$ cat src/rtl/seq_pkg.sv
// Shared types and constants for the step sequencer.
package seq_pkg;
  typedef enum logic [1:0] {FWD = 2'b00, REV = 2'b01, PING = 2'b10} seq_mode_t;
  typedef enum logic [1:0] {IDLE = 2'b00, RUN = 2'b01, PAUSE = 2'b10} seq_state_t;
  localparam int MIN_PERIOD = 2;
endpackage

$ cat src/rtl/step_sequencer_param_if.sv
// Control/programming inputs and note/gate/LED outputs of the step sequencer.
interface step_sequencer_param_if #(
  parameter int NUM_STEPS = 16,
  parameter int NOTE_W    = 4,
  parameter int TEMPO_W   = 23
);
  localparam int SW = (NUM_STEPS > 1) ? $clog2(NUM_STEPS) : 1;

  logic                     seq_en;
  logic                     play;
  logic [1:0]               mode;
  logic [TEMPO_W-1:0]       period;
  logic [TEMPO_W-1:0]       gate_len;
  logic [NUM_STEPS-1:0]     step_toggle;
  logic                     prog_we;
  logic [SW-1:0]            prog_step;
  logic [NOTE_W-1:0]        prog_note;
  logic [NOTE_W-1:0]        note_out;
  logic                     gate;
  logic [SW-1:0]            step_idx;
  logic [NUM_STEPS-1:0]     step_led;
  logic                     beat_pulse;
  seq_pkg::seq_state_t      state;

  modport master (
    output seq_en, play, mode, period, gate_len, step_toggle, prog_we, prog_step, prog_note,
    input  note_out, gate, step_idx, step_led, beat_pulse, state
  );
  modport slave (
    input  seq_en, play, mode, period, gate_len, step_toggle, prog_we, prog_step, prog_note,
    output note_out, gate, step_idx, step_led, beat_pulse, state
  );
endinterface

$ cat src/rtl/seq_step_gen.sv
// Tempo divider, step pointer and ping-pong direction; flags the edge on which a step triggers.
module seq_step_gen
  import seq_pkg::*;
#(
  parameter int NUM_STEPS = 16,
  parameter int TEMPO_W   = 23,
  parameter int SW        = 4
) (
  input  logic               clk,
  input  logic               rst,
  input  logic               clear,
  input  logic               start,
  input  logic               run,
  input  logic [1:0]         mode,
  input  logic [TEMPO_W-1:0] period,
  output logic               trigger,
  output logic [SW-1:0]      step,
  output logic [SW-1:0]      step_nxt
);
  localparam logic [SW-1:0] LAST = SW'(NUM_STEPS - 1);

  logic [TEMPO_W-1:0] div;
  logic [TEMPO_W-1:0] period_eff;
  logic               dir_down;
  logic               dir_down_nxt;
  logic [SW-1:0]      adv_step;
  logic               wrap;

  assign period_eff = (period < TEMPO_W'(MIN_PERIOD)) ? TEMPO_W'(MIN_PERIOD) : period;
  // >= rather than == so shrinking the period mid-step advances at once instead of stalling.
  assign wrap       = run && (div >= period_eff - TEMPO_W'(1));
  assign trigger    = start || wrap;

  always_comb begin
    adv_step     = step;
    dir_down_nxt = dir_down;
    if (NUM_STEPS > 1) begin
      case (mode)
        REV:     adv_step = (step == '0) ? LAST : step - SW'(1);
        PING: begin
          if (!dir_down) begin
            if (step == LAST) begin
              adv_step     = step - SW'(1);
              dir_down_nxt = 1'b1;
            end else begin
              adv_step = step + SW'(1);
            end
          end else begin
            if (step == '0) begin
              adv_step     = SW'(1);
              dir_down_nxt = 1'b0;
            end else begin
              adv_step = step - SW'(1);
            end
          end
        end
        default: adv_step = (step == LAST) ? '0 : step + SW'(1);
      endcase
    end
  end

  assign step_nxt = (clear || start) ? '0 : (wrap ? adv_step : step);

  always_ff @(posedge clk or posedge rst) begin
    if (rst) begin
      div      <= '0;
      step     <= '0;
      dir_down <= 1'b0;
    end else if (clear || start) begin
      div      <= '0;
      step     <= '0;
      dir_down <= 1'b0;
    end else if (wrap) begin
      div      <= '0;
      step     <= adv_step;
      dir_down <= dir_down_nxt;
    end else if (run) begin
      div <= div + TEMPO_W'(1);
    end
  end
endmodule

$ cat src/rtl/step_sequencer_param.sv
// Step sequencer top: note/enable storage, run/pause FSM, gate timer and step LED decode.
module step_sequencer_param
  import seq_pkg::*;
#(
  parameter int NUM_STEPS = 16,
  parameter int NOTE_W    = 4,
  parameter int TEMPO_W   = 23
) (
  input logic                  clk,
  input logic                  rst,
  step_sequencer_param_if.slave bus
);
  localparam int SW = (NUM_STEPS > 1) ? $clog2(NUM_STEPS) : 1;

  seq_state_t          state, state_nxt;
  logic [NOTE_W-1:0]   notes [NUM_STEPS];
  logic [NUM_STEPS-1:0] enable, en_nxt;
  logic [NOTE_W-1:0]   cur_note;
  logic [TEMPO_W-1:0]  gate_cnt, gate_dec;
  logic                start, run, clear, trigger, prog_ok;
  logic [SW-1:0]       step, step_nxt;
  logic                trig_en, trig_gate;
  logic [NOTE_W-1:0]   trig_note;

  assign clear = !bus.seq_en;
  assign start = (state == IDLE) && bus.seq_en && bus.play;
  // PAUSE->RUN counts like a normal running cycle, so paused cycles simply stretch the step.
  assign run   = (state != IDLE) && bus.seq_en && bus.play;

  always_comb begin
    state_nxt = state;
    if (!bus.seq_en) state_nxt = IDLE;
    else begin
      case (state)
        IDLE:    if (bus.play) state_nxt = RUN;
        RUN:     if (!bus.play) state_nxt = PAUSE;
        PAUSE:   if (bus.play) state_nxt = RUN;
        default: state_nxt = IDLE;
      endcase
    end
  end

  always_ff @(posedge clk or posedge rst) begin
    if (rst) state <= IDLE;
    else     state <= state_nxt;
  end

  seq_step_gen #(.NUM_STEPS(NUM_STEPS), .TEMPO_W(TEMPO_W), .SW(SW)) u_step_gen (
    .clk(clk), .rst(rst), .clear(clear), .start(start), .run(run),
    .mode(bus.mode), .period(bus.period),
    .trigger(trigger), .step(step), .step_nxt(step_nxt)
  );

  assign prog_ok = bus.prog_we && ({1'b0, bus.prog_step} < (SW + 1)'(NUM_STEPS));

  // Toggles first, then the write, so a write to the same step always leaves it enabled.
  always_comb begin
    en_nxt = enable ^ bus.step_toggle;
    if (prog_ok) en_nxt[bus.prog_step] = 1'b1;
  end

  always_ff @(posedge clk or posedge rst) begin
    if (rst) begin
      for (int i = 0; i < NUM_STEPS; i++) notes[i] <= '0;
      enable <= '0;
    end else begin
      enable <= en_nxt;
      if (prog_ok) notes[bus.prog_step] <= bus.prog_note;
    end
  end

  assign trig_en   = enable[step_nxt];
  assign trig_note = trig_en ? notes[step_nxt] : '0;
  assign trig_gate = trig_en && (notes[step_nxt] != '0) && (bus.gate_len != '0);
  assign gate_dec  = (gate_cnt != '0) ? gate_cnt - TEMPO_W'(1) : '0;

  always_ff @(posedge clk or posedge rst) begin
    if (rst) begin
      bus.note_out   <= '0;
      bus.gate       <= 1'b0;
      bus.beat_pulse <= 1'b0;
      bus.step_led   <= '0;
      cur_note       <= '0;
      gate_cnt       <= '0;
    end else begin
      bus.beat_pulse <= trigger;
      bus.step_led   <= (state_nxt == IDLE) ? '0 : (NUM_STEPS'(1) << step_nxt);
      if (trigger) begin
        cur_note     <= trig_note;
        bus.note_out <= trig_note;
        bus.gate     <= trig_gate;
        gate_cnt     <= trig_gate ? bus.gate_len : '0;
      end else if (run) begin
        bus.note_out <= cur_note;
        bus.gate     <= (gate_dec != '0);
        gate_cnt     <= gate_dec;
      end else begin
        bus.note_out <= '0;
        bus.gate     <= 1'b0;
        if (state_nxt == IDLE) begin
          cur_note <= '0;
          gate_cnt <= '0;
        end
      end
    end
  end

  assign bus.step_idx = step;
  assign bus.state    = state;
endmodule

$ cat src/flat_wrapper.sv
// flat-port wrapper written by rule: the top's interface ports become plain ports
module step_sequencer_param_flat import seq_pkg::*;
#(
  parameter int NUM_STEPS = 16,
  parameter int NOTE_W    = 4,
  parameter int TEMPO_W   = 23
)
  (clk, rst, bus_seq_en, bus_play, bus_mode, bus_period, bus_gate_len, bus_step_toggle, bus_prog_we, bus_prog_step, bus_prog_note, bus_note_out, bus_gate, bus_step_idx, bus_step_led, bus_beat_pulse, bus_state);
  step_sequencer_param_if #(.NUM_STEPS(NUM_STEPS), .NOTE_W(NOTE_W), .TEMPO_W(TEMPO_W)) bus_i ();
  input logic clk;
  input logic rst;
  input wire logic [$bits(bus_i.seq_en)-1:0] bus_seq_en;
  input wire logic [$bits(bus_i.play)-1:0] bus_play;
  input wire logic [$bits(bus_i.mode)-1:0] bus_mode;
  input wire logic [$bits(bus_i.period)-1:0] bus_period;
  input wire logic [$bits(bus_i.gate_len)-1:0] bus_gate_len;
  input wire logic [$bits(bus_i.step_toggle)-1:0] bus_step_toggle;
  input wire logic [$bits(bus_i.prog_we)-1:0] bus_prog_we;
  input wire logic [$bits(bus_i.prog_step)-1:0] bus_prog_step;
  input wire logic [$bits(bus_i.prog_note)-1:0] bus_prog_note;
  output wire logic [$bits(bus_i.note_out)-1:0] bus_note_out;
  output wire logic [$bits(bus_i.gate)-1:0] bus_gate;
  output wire logic [$bits(bus_i.step_idx)-1:0] bus_step_idx;
  output wire logic [$bits(bus_i.step_led)-1:0] bus_step_led;
  output wire logic [$bits(bus_i.beat_pulse)-1:0] bus_beat_pulse;
  output wire logic [$bits(bus_i.state)-1:0] bus_state;
  assign bus_i.seq_en = bus_seq_en;
  assign bus_i.play = bus_play;
  assign bus_i.mode = bus_mode;
  assign bus_i.period = bus_period;
  assign bus_i.gate_len = bus_gate_len;
  assign bus_i.step_toggle = bus_step_toggle;
  assign bus_i.prog_we = bus_prog_we;
  assign bus_i.prog_step = bus_prog_step;
  assign bus_i.prog_note = bus_prog_note;
  assign bus_note_out = bus_i.note_out;
  assign bus_gate = bus_i.gate;
  assign bus_step_idx = bus_i.step_idx;
  assign bus_step_led = bus_i.step_led;
  assign bus_beat_pulse = bus_i.beat_pulse;
  assign bus_state = bus_i.state;
  step_sequencer_param #(.NUM_STEPS(NUM_STEPS), .NOTE_W(NOTE_W), .TEMPO_W(TEMPO_W)) u_core (.clk(clk), .rst(rst), .bus(bus_i));
endmodule
$ cat config.mk
export PLATFORM = sky130hd
export DESIGN_NAME = step_sequencer_param_flat
export DESIGN_NICKNAME = d
export VERILOG_FILES = /design/src/rtl/seq_pkg.sv /design/src/rtl/step_sequencer_param_if.sv /design/src/rtl/seq_step_gen.sv /design/src/rtl/step_sequencer_param.sv /design/src/flat_wrapper.sv
export SDC_FILE = /design/constraint.sdc
export NUM_CORES = 1
export LEC_CHECK = 0
export CAP_MARGIN = 20
export CORE_ASPECT_RATIO = 2
export CORE_MARGIN = 8
export CORE_UTILIZATION = 50
export DETAILED_ROUTE_END_ITERATION = 12
export GPL_ROUTABILITY_DRIVEN = 1
export PLACE_DENSITY = 0.8
export SLEW_MARGIN = 40
export SYNTH_ARGS = -nofsm -noshare
export SYNTH_HDL_FRONTEND = slang
export SYNTH_SLANG_ARGS = --single-unit
$ cat constraint.sdc
create_clock -name clk -period 6.4 [get_ports clk]
set_input_delay 0.64 -clock clk [delete_from_list [all_inputs] [get_ports clk]]
set_output_delay 0.64 -clock clk [all_outputs]
set_load 0.02 [all_outputs]
After elaboration in Yosys (flattened, before gate mapping)
Index checks and enable logic that the tools add are counted.
Storage, ports and cells
  flip-flop bits (word level): 159
  output and inout port bits: 28
  bits of input ports: 77
  logic and storage cells: 126
Cells by class
  bitwise gates (word level): 4
  shift-type cells: 1
  multiplexer cells: 47
  reduce and logical (&&, ||, !) cells: 28
  magnitude comparators: 8
  equal/unequal tests: 6
  add/subtract/negate cells: 5
Operators by type and width (number)
  two-way mux 23 bit: 9
  nonzero test 23 bit: 3
  bitwise mux 64 bit: 1
  two-way mux 4 bit: 16
  subtractor 23 x 1 -> 23 bit, second input constant: 2
  two-way mux 16 bit: 2
  adder 23 x 1 -> 23 bit, second input constant: 1
  >= comparator 23 bit: 1
  less-than comparator 23 x 2 -> 1 bit, second input constant: 1
  binary-select mux 4 bit (select 4 bit): 1
  demux 4 bit (select 4 bit): 1
  OR 16 bit: 1
  << shifter 1 x 4 -> 16 bit, first input constant: 1
  bitwise XOR 16 bit: 1
  >= comparator 5 bit, second input constant: 2
  less-than comparator 4 x 5 -> 1 bit, second input constant: 2
  two-way mux 1 bit: 10
  NOT 4 -> 5 bit: 2
  logical AND 1 bit: 9
  one-hot mux 4 bit (2 select lines): 1
  nonzero test 2 bit: 4
  two-way mux 2 bit: 3
  nonzero test 3 bit: 2
  less-than comparator 5 x 1 -> 1 bit, second input constant: 1
  17 further kinds: 22

Logic depth before layout (Yosys ltp)
Gate-level depths: netlist of run 1.
  word-level depth: 16
  mapped depth: 26
  gate-level depth less buffers: 23

By module
From an unflattened synthesis of run 1, not the netlist that was laid out.
Second synthesis, totals
  cells, all modules: 875
  area, all modules: 9140.0 um^2
Modules (own cells, without submodules)
  step_sequencer_param: area an instance 6438.7 um^2, cells each 547, seq. area each 3278.1 um^2, times used 1
  seq_step_gen: area an instance 2701.3 um^2, cells each 328, seq. area each 700.7 um^2, times used 1

Least setup slack after synthesis of run 1
OpenSTA, ideal clock, no wires.
  path type: input port to flip-flop
  start point: input port bus_period[4]
  end point: register u_core.gate_cnt[0]
  slack: -0.120 ns
  cell stages on the path: 24
  path buffers: 2
  data arrival time: 6.394 ns
  required time: 6.274 ns
  library setup time: 0.126 ns
  cells stage by stage: or3_1 > nor4_1 > nor2b_1 > nand4_1 > nand2_1 > ha_1 > nand3_1 > or2_2 > nor4_1 > xnor2_1 > ha_1 > nand4_2 > nor4_2 > nand2_2 > o211a_1 > o311ai_2 > clkbuf_1 > mux2i_1 > nand2_1 > a221oi_1 > a21oi_1 > o41a_1 > buf_6 > a221o_1
On the way
  longest elaborated chain between the ends: 16
  elaborated cells between the ends (all ways): 20
  those cells by class: add/sub (1); order compare (2); mux (10); bitwise (1); reduce/logical (6)
RTL lines
  start, declared: line flat_wrapper.sv:15  | input wire logic [$bits(bus_i.period)-1:0] bus_period;
  less-than comparator 23 x 2 -> 1 bit: line seq_step_gen.sv:29  | assign period_eff = (period < TEMPO_W'(MIN_PERIOD)) ? TEMPO_W'(MIN_PERIOD) : period;
  two-way mux 23 bit *: line seq_step_gen.sv:29
  subtractor 23 x 1 -> 23 bit *: line seq_step_gen.sv:31  | assign wrap = run && (div >= period_eff - TEMPO_W'(1));
  >= comparator 23 bit *: line seq_step_gen.sv:31
  logical AND 1 bit *: line seq_step_gen.sv:31
  two-way mux 4 bit (2 in series)
  NOT 4 -> 5 bit (implied by the code): line step_sequencer_param.sv:74  | assign trig_gate = trig_en && (notes[step_nxt] != '0) && (bus.gate_len != '0);
  binary-select mux 4 bit (select 4 bit): line step_sequencer_param.sv:74
  two-way mux 4 bit (implied by the code) (2 in series): line step_sequencer_param.sv:74
  nonzero test 4 bit: line step_sequencer_param.sv:74
  logical AND 1 bit (2 in series): line step_sequencer_param.sv:74
  two-way mux 23 bit: line step_sequencer_param.sv:92  | gate_cnt <= trig_gate ? bus.gate_len : '0;
  two-way mux 23 bit: line step_sequencer_param.sv:88  | if (trigger) begin
  end signal, assigned: line step_sequencer_param.sv:92
  end signal, assigned: line step_sequencer_param.sv:96  | gate_cnt <= gate_dec;
  end, declared: line step_sequencer_param.sv:19  | logic [TEMPO_W-1:0] gate_cnt, gate_dec;
Every way passes the cells marked *; elsewhere a longest branch is shown, timed or not. The select of a mux whose other input is x is not followed.
A chain may end at the register's enable or synchronous reset.

Worst setup path in the final report of run 1
  start point: input port bus_period[7]
  end point: register u_core.gate_cnt[3]
The elaborated chain is that of the path after synthesis.

==> results, run 1 <==
- The final critical path time including I/O delays and setup is 6.19 ns.
- Along the worst path, the maximum fanout reaches 13.
- The clock sink count is 159.
- Clock tree synthesis inserted a total of 17 buffers.
- The post-synthesis instance area is 0.00923 sq mm.
- The core region is 0.0182 sq mm.
- The total of flip-flops plus latches after synthesis is 159.
- The number of primary I/O pins is 105.
- The measured slew at the worst slew-check pin is 0.747 ns.
- Counting along the longest clock path gives a buffer depth of 2.
- The routed design uses 1.20 mm of met3 wire.
- The fraction of the yosys area taken by sequential cells is 43.1%.
- Clock tree synthesis selected as its root buffer the cell clkbuf_16.
- The number of antenna violations at the first check in global routing is 0.
- The ratio of total power to cell area is 266 mW/mm^2.
- In the finished design, the share of the clock period the worst path needs comes to 96.7%.
- The maximum number of pins on one net before global-route repair is 99.
- The tightest hold path in the finished design has a slack of 0.485 ns.
- After routing the design area is 0.0119 sq mm.
- In the routed design, unresolved DRC markers number 0.
- The first routing iteration left 431 violations.
- In this run, synthesis inferred 0 flip-flops with an integrated enable.
- The met1 wire length is 9.80 mm.
- The deepest level of the CTS H-tree is 4.
- The number of global-route vias before repair is 8741.
- After clock tree synthesis, the clock-pin slew on the worst setup and hold paths is 0.07 ns.
- In this run the vertical extent of the chip is 208 um.
- The setup-violating endpoint count in the final report is 0.
- The wire length of the first global-routing pass is 44.3 mm.
- The number of hold violations in the final report is 0.
- The worst pin sits at a relative slew slack of 49.7%.
- The kind of capture point of the worst setup path is a flip-flop.
- Yosys attributes the largest share of cell area to dfrtp_1 (43%), mux2_2 (8.0%), o21ai_0 (4.7%).
- The top cell type by area accounts for 43.1% of the synthesized area.
- The top cell types in the final layout, fill and taps aside, are dfrtp_1 (159), nand2_1 (112), clkdlybuf4s50_1 (97).
- The layout overhead on the synthesized area is 28.8%.
- The share of flip-flops with an asynchronous set or reset after synthesis is 100%.
- The kind of launch point of the worst setup path is a primary input.
- The post-synthesis area per instance is 9.49 sq um.
- Max-cap violations in this run came to 0.
- The total of buffers placed on input and output ports is 104.
- The number of synthesis warnings is 0.
- For the worst-skew pair, the clock arrives at the later sink with an insertion delay of 0.44 ns.
- After synthesis, the netlist uses 74 different library cells.
- The utilization after layout is 65.3%.
- The number of max-slew violations in the final report was 0.
- Global routing consumed, over all layers together, 24.1% of the routing resources.
- The library cell used most frequently in the layout, excluding fill and tap cells, is dfrtp_1.
- The post-synth net total is 1082.
- The die outline width is 112 um.
- The total met2 wirelength after detailed routing is 15.3 mm.
- The critical path required time is 6.72 ns.
- The achievable clock frequency is 162 MHz.
- Setup total negative slack on the finished layout was measured at 0 ns.
- Excluding fillers, the count of instances in the completed layout stands at 1376.
- The commonest register cell after synthesis is dfrtp_1.
- The setup skew after layout is 0.0116 ns.
- The share of post-route cells with drive strength above 1 is 20.3%.
- The number of filler cells placed in the layout is 1441.
- The number of nets in the final layout is 1256.
- The data arrival at the endpoint of the critical path is 6.51 ns.
- The row count is 70.
- The total congestion overflow is 0.
- At the end of routability-driven placement, the weighted congestion stood at 1.01.
- The highest layer touched by signal routing is met4.
- The floorplan die area is 0.0233 sq mm.
- The half-perimeter wire length after placement is 21.3 mm.
- In the routed layout, each cell is associated on average with a via count of 6.19.
- In this run the cell area measured after placement is 0.0111 sq mm.
- The mean routed wirelength per cell is 20.8 um.
- The number of cells on the worst reg-to-reg path is 13.
- Across the VDD grid, the largest voltage drop is 176 uV.
- The min-delay analysis places its worst path in the category reg -> reg.
- The type of the worst setup path is in -> reg.
- The cell leakage power is 5.22 nW.
- The final antenna diode count is 0.
- Once the floorplan was initialized, standard cells occupied 50.7% of the core.
- TritonCTS built the clock tree.
- The number of instances in the placed design is 1334.
- The number of antenna-violating nets in the routed design is 0.
- Summing over every cut layer, the via total after detailed routing is 8512.
- The first-pass detailed-route iteration total is 5.
- The dominant cell type by area after synthesis is dfrtp_1.
- The cell count after synthesis is 973.
- The flow ran to the end, and the final reports show no timing, DRC or antenna violations.
- The worst hold path cell count is 2.
- The routed design has 28.6 mm of wire.
[power by group]
| part | total [mW] | leakage [nW] | internal (mW) | switching, mW |
|---|---|---|---|---|
| logic | 0.828 | 2.88 | 0.382 | 0.446 |
| registers | 1.33 | 2.06 | 1.18 | 0.146 |
| clock network | 1.01 | 0.275 | 0.556 | 0.453 |
| total | 3.17 | 5.22 | 2.12 | 1.05 |
[flip-flops by register name, summed over array words and instances (netlist names)]
signal                      cells
u_core.bus.gate                 1
u_core.gate_cnt                23
u_core.u_step_gen.dir_down      1
u_core.bus.beat_pulse           1
u_core.u_step_gen.div          23
u_core.bus.step_led            16
u_core.notes                   64
u_core.enable                  16
u_core.cur_note                 4
u_core.bus.note_out             4
u_core.bus.state                2
u_core.u_step_gen.step          4
[synth_stat cells, types with 4 or more instances]
cell type	number
a211o_1	4
a21o_1	9
a21oi_1	34
a221o_1	15
a221oi_1	5
a31oi_1	4
and2_1	6
and3_1	14
clkbuf_1	36
dfrtp_1	159
ha_1	32
inv_1	24
mux2_2	66
mux2i_1	15
nand2_1	112
nand2b_1	11
nand3_1	28
nand4_1	8
nor2_1	88
nor2b_1	10
nor3_1	25
nor3b_1	8
nor4_1	21
o211ai_1	5
o21ai_0	87
o221ai_1	5
o22ai_1	9
or2_2	4
or3_1	7
or4_1	4
xnor2_1	33
xor2_1	21
[metal layers]
layer | global-route usage (%) | up-vias
met4 | 19.6 | 0
met2 | 44.6 | 322
li1 | - | 3870
met5 | 0 | -
met1 | 22.6 | 4177
met3 | 3.86 | 143
[area by class of cell]
type,count,area (sq um),area share [%]
clock buffer,20,447,3.76
multi-input combinational,745,5130,43.1
clock inverter,12,125,1.05
sequential,159,3980,33.5
tap,216,270,2.27
inverter,24,97.6,0.821
timing repair buffer,200,1850,15.5
[kinds of logic (layout without fill, tap and decap cells)]
group | after synthesis | count (layout) | synth area share, %
and+or+nand+nor | 360 | 360 | 18.8
xor gates and xnor gates | 54 | 54 | 5.12
AOI/OAI and AO/OA | 218 | 218 | 15.8
adders and majority gates | 32 | 32 | 4.34
muxes | 81 | 81 | 9.68
buffers and inverters | 69 | 256 | 3.13
DFF | 159 | 159 | 43.1
[repair_timing]
item / CTS / global route
cloned: 0 / 1
buffers inserted: 0 / 11
hold buffers: 0 / 0
pin swaps: 0 / 25
endpoints found under the setup margin: 16 / 32
resized for setup: 4 / 34
[path summary, 6_finish.rpt]
kind                                      startpoint                 end  slack (ns)
setup / recovery                       bus_period[7]  u_core.gate_cnt[3]        0.21
hold / removal                    u_core.cur_note[2]  u_core.cur_note[2]        0.49
setup reg to reg           u_core.u_step_gen.step[0]  u_core.gate_cnt[3]        1.74
hold reg to reg                   u_core.cur_note[2]  u_core.cur_note[2]        0.49
max in group asynchronous                        rst    u_core.notes[57]        4.38
min in group asynchronous                        rst    u_core.enable[5]        0.68
[stage by stage]
stage | setup WS (ns) | power [mW]
after floorplan | 0.0186 | 1.85
after global placement | -0.441 | 2.11
after detailed placement | -0.574 | 2.14
after CTS | 0.0716 | 3.14
after global routing | -0.101 | 3.31
final | 0.209 | 3.17
[critical path: stages]
cell and delay (ns):
clkdlybuf4s50_1 0.47, nor4_4 0.32, nor2b_4 0.19, nand4_1 0.14, nand2_1 0.12, ha_2 0.19
nand3_2 0.11, or2_4 0.27, nor2_1 0.12, xnor2_1 0.13, ha_1 0.26, a21o_1 0.16
a21o_1 0.20, a222oi_1 0.49, buf_4 0.20, o211ai_1 0.10, buf_4 0.17, nand2_1 0.11
a31oi_2 0.20, buf_12 0.21, o22ai_1 0.23, nor3_1 0.09, o32a_1 0.31, o41a_1 0.55
buf_12 0.20, a221o_1 0.34
No activity file was read; power rests on OpenSTA's default activity.
==> run 2, diff against run 1 <==
Settings changed: CAP_MARGIN 20 to 40.
==> results of run 2 <==
The final DEF is identical to that of run 1; final timing and power are the same.
==> run 3, diff against run 2 <==
Settings changed: GPL_TIMING_DRIVEN set to 0.
==> run 3 against run 2 <==
  * Routed wire length up 1.2%
  * Register-to-register slack worse by 0.39 ns
  * Sequential cell count unchanged
  * Setup slack worse by 0.10 ns
  * Critical path depth unchanged
  * Global-route usage up 0.35 points
  * Clock power about the same
  * Die area unchanged
  * Combinational power down 1%
  * Cell area down 1.7%
  * Utilization down 1.1 points
  * Non-clock buffer count down 26
  * Critical endpoint is now u_core.gate_cnt[6]
==> results, run 3 (synthesis gave the netlist of run 1 again) <==
- The post-placement setup slack is -1.55 ns.
- After floorplanning, the core was divided into 70 placement rows.
- The setup skew after layout is 0.0129 ns.
- The total of buffers placed on input and output ports is 102.
- The critical path required time is 6.71 ns.
- The clock edge transition at the registers on the reported setup and hold paths is 0.07 ns.
- The largest incremental delay on the critical path is 0.47 ns.
- Data arrives at the worst endpoint at 6.60 ns.
- Hold timing on the final database bottoms out at a slack of 0.484 ns.
- In the layout the commonest cells are dfrtp_1 (159), nand2_1 (110), clkdlybuf4s50_1 (89).
- The standard cell with the maximum stage delay on the critical path is o41a_1.
- The half-perimeter wire length after placement is 21.2 mm.
- The run finished with clean final reports.
- The gate family responsible for the most delay along the worst path is compound AO/OA/AOI/OAI gates.
- The share of post-route cells with drive strength above 1 is 17.1%.
- After routing the design area is 0.0117 sq mm.
- The worst setup path is launched from a primary input.
- The placeable core region is 0.0182 sq mm.
- The number of max-slew violations in the final report is 0.
- After detailed routing, the average wire length per cell comes to 21.4 um.
- The maximum number of buffers from clock root to sink is 2.
- Across the run, the number of max-cap violations was 0.
- The clock tree from TritonCTS is done.
- The number of global-route vias before repair is 8640.
- The class of the tightest hold or removal check is reg -> reg.
- Of the available clock period, the critical path in the final layout requires 98.3%.
- The number of hold violations in the final report was 0.
- For this configuration, the core starts out at a cell density of 50.7%.
- The worst path meets setup with 0.108 ns of slack.
- The number of antenna violations at the first check in global routing is 1.
- For this run, design rule violations remaining after detail routing come to 0.
- The final route contains 8449 vias.
- The overall routing resource usage is 24.4%.
- In the final layout, the registers with the most flip-flops are u_core.notes (64), u_core.gate_cnt (23), u_core.u_step_gen.div (23).
- The ratio of total power to cell area is 272 mW/mm^2.
- The number of filler cells placed in the layout is 1460.
- At the pin with the least slew margin, the transition time is 0.744 ns.
- The tree is rooted in a clkbuf_16.
- The register bank with the most flops is u_core.notes.
- The type of the worst setup path is in -> reg.
- The first global-routing pass estimated 44.6 mm of wire.
- The number of primary I/O pins is 105.
- The worst slew slack as a fraction of its limit is 50.1%.
- The tree built by TritonCTS fans out to 159 sinks.
- For this block, the initial DRC count from the detailed router was 491.
- Across the VDD grid, the largest voltage drop is 179 uV.
- The deepest level of the CTS H-tree is 4.
- The number of antenna-violating nets in the routed design is 0.
- Before antenna repair, the detailed router went through 8 iterations.
- The detailed-route vias per instance is 6.25.
- Timing would allow up to 159 MHz.
- For this block, the routed nets add up to 28.9 mm of wire.
- The layout overhead on the synthesized area is 26.6%.
- The most frequent standard cell in the layout excluding fill and tap cells is dfrtp_1.
- The die outline width is 112 um.
- Setup repair after global routing could not meet its margin everywhere.
- The placement-stage cell area is 0.0106 sq mm.
- The largest fanout on the critical path is 8.
- Setup violations remaining at the end of the flow were counted as 0.
- After clock tree synthesis, the flow added hold-fix buffers numbering 0.
- The design draws 3.17 mW.
- The register with the most flip-flops in the layout has 64 of them.
- After global routing the overflow that remains totals 0.
- STA classifies the critical path endpoint as a flip-flop.
- The routability congestion estimate is 0.968.
- TritonCTS created 17 clock buffers.
- The clock latency on the worst-skew pair is 0.43 ns.
- The maximum number of pins on one net before global-route repair is 82.
- The count of buffer and inverter cells on the critical path is 4.
- The die is 208 um tall.
- For this run, the post-layout net count is 1230.
- The floorplan die area is 0.0233 sq mm.
- The cell leakage power is 5.07 nW.
- The routed design could run at a clock period as short as 6.29 ns.
[run 3: what timing repair did]
item / 4_1_cts / 5_1_grt
endpoints found under the setup margin: 32 / 32
setup buffers: 16 / 11
gates resized for setup: 30 / 45
pin swaps: 16 / 20
[run 3: worst reg2reg max path, cell delays in order (launching register included)]
cell	delay, ns
dfrtp_1	0.41
clkbuf_1	0.38
inv_1	0.22
ha_1	0.38
or4b_1	0.58
o211ai_2	0.33
nand2_2	0.11
o211ai_4	0.24
or3b_1	0.36
buf_4	0.20
o221ai_1	0.24
a21oi_2	0.12
o32a_1	0.38
o41a_1	0.47
buf_6	0.17
a221o_1	0.35
[run 3: layout make-up]
cell class / instances / area, sq um / area share [%]
Multi-Input combinational cell: 745 / 5230 / 44.7
Sequential cell: 159 / 3980 / 34.0
Timing Repair Buffer: 129 / 1290 / 11.0
Clock buffer: 17 / 425 / 3.64
Tap cell: 216 / 270 / 2.31
Buffer: 45 / 228 / 1.95
Clock inverter: 15 / 174 / 1.49
Inverter: 24 / 97.6 / 0.835
Antenna cell: 1 / 2.50 / 0.0214
[run 3: power by group]
group	internal [mW]	switching, mW
combinational	0.368	0.449
sequential	1.18	0.130
clock	0.588	0.457
total	2.14	1.04
[run 3: final timing paths]
path | from | end | slack (ns) | depth (start not counted)
hold reg to reg | u_core.cur_note[0] | u_core.cur_note[0] | 0.48 | 2
max in group asynchronous | rst | u_core.bus.step_led[5] | 5.26 | 3
setup reg to reg | u_core.u_step_gen.step[0] | u_core.gate_cnt[6] | 1.35 | 15
min in group asynchronous | rst | u_core.enable[5] | 0.53 | 2
hold / removal | u_core.cur_note[0] | u_core.cur_note[0] | 0.48 | 2
setup / recovery | bus_period[4] | u_core.gate_cnt[6] | 0.11 | 26
[run 3: through the flow]
stage          util [%]  cells  setup TNS, ns
2_1_floorplan         -    973              0
3_3_place_gp       57.8   1291        -128.88
3_5_place_dp       58.3   1293         -45.44
4_1_cts            62.9   1340              0
5_1_grt            64.2   1351          -1.76
6_report           64.2   1351              0
[run 3: layer usage]
| metal | global-route usage, % | vias to the layer above | part of all wire, % |
|---|---|---|---|
| met5 | 0 | - | 0 |
| li1 | - | 3811 | - |
| met4 | 20.5 | 0 | 7.1 |
| met3 | 5.25 | 143 | 5.1 |
| met2 | 44.9 | 366 | 54 |
| met1 | 22.2 | 4129 | 34 |
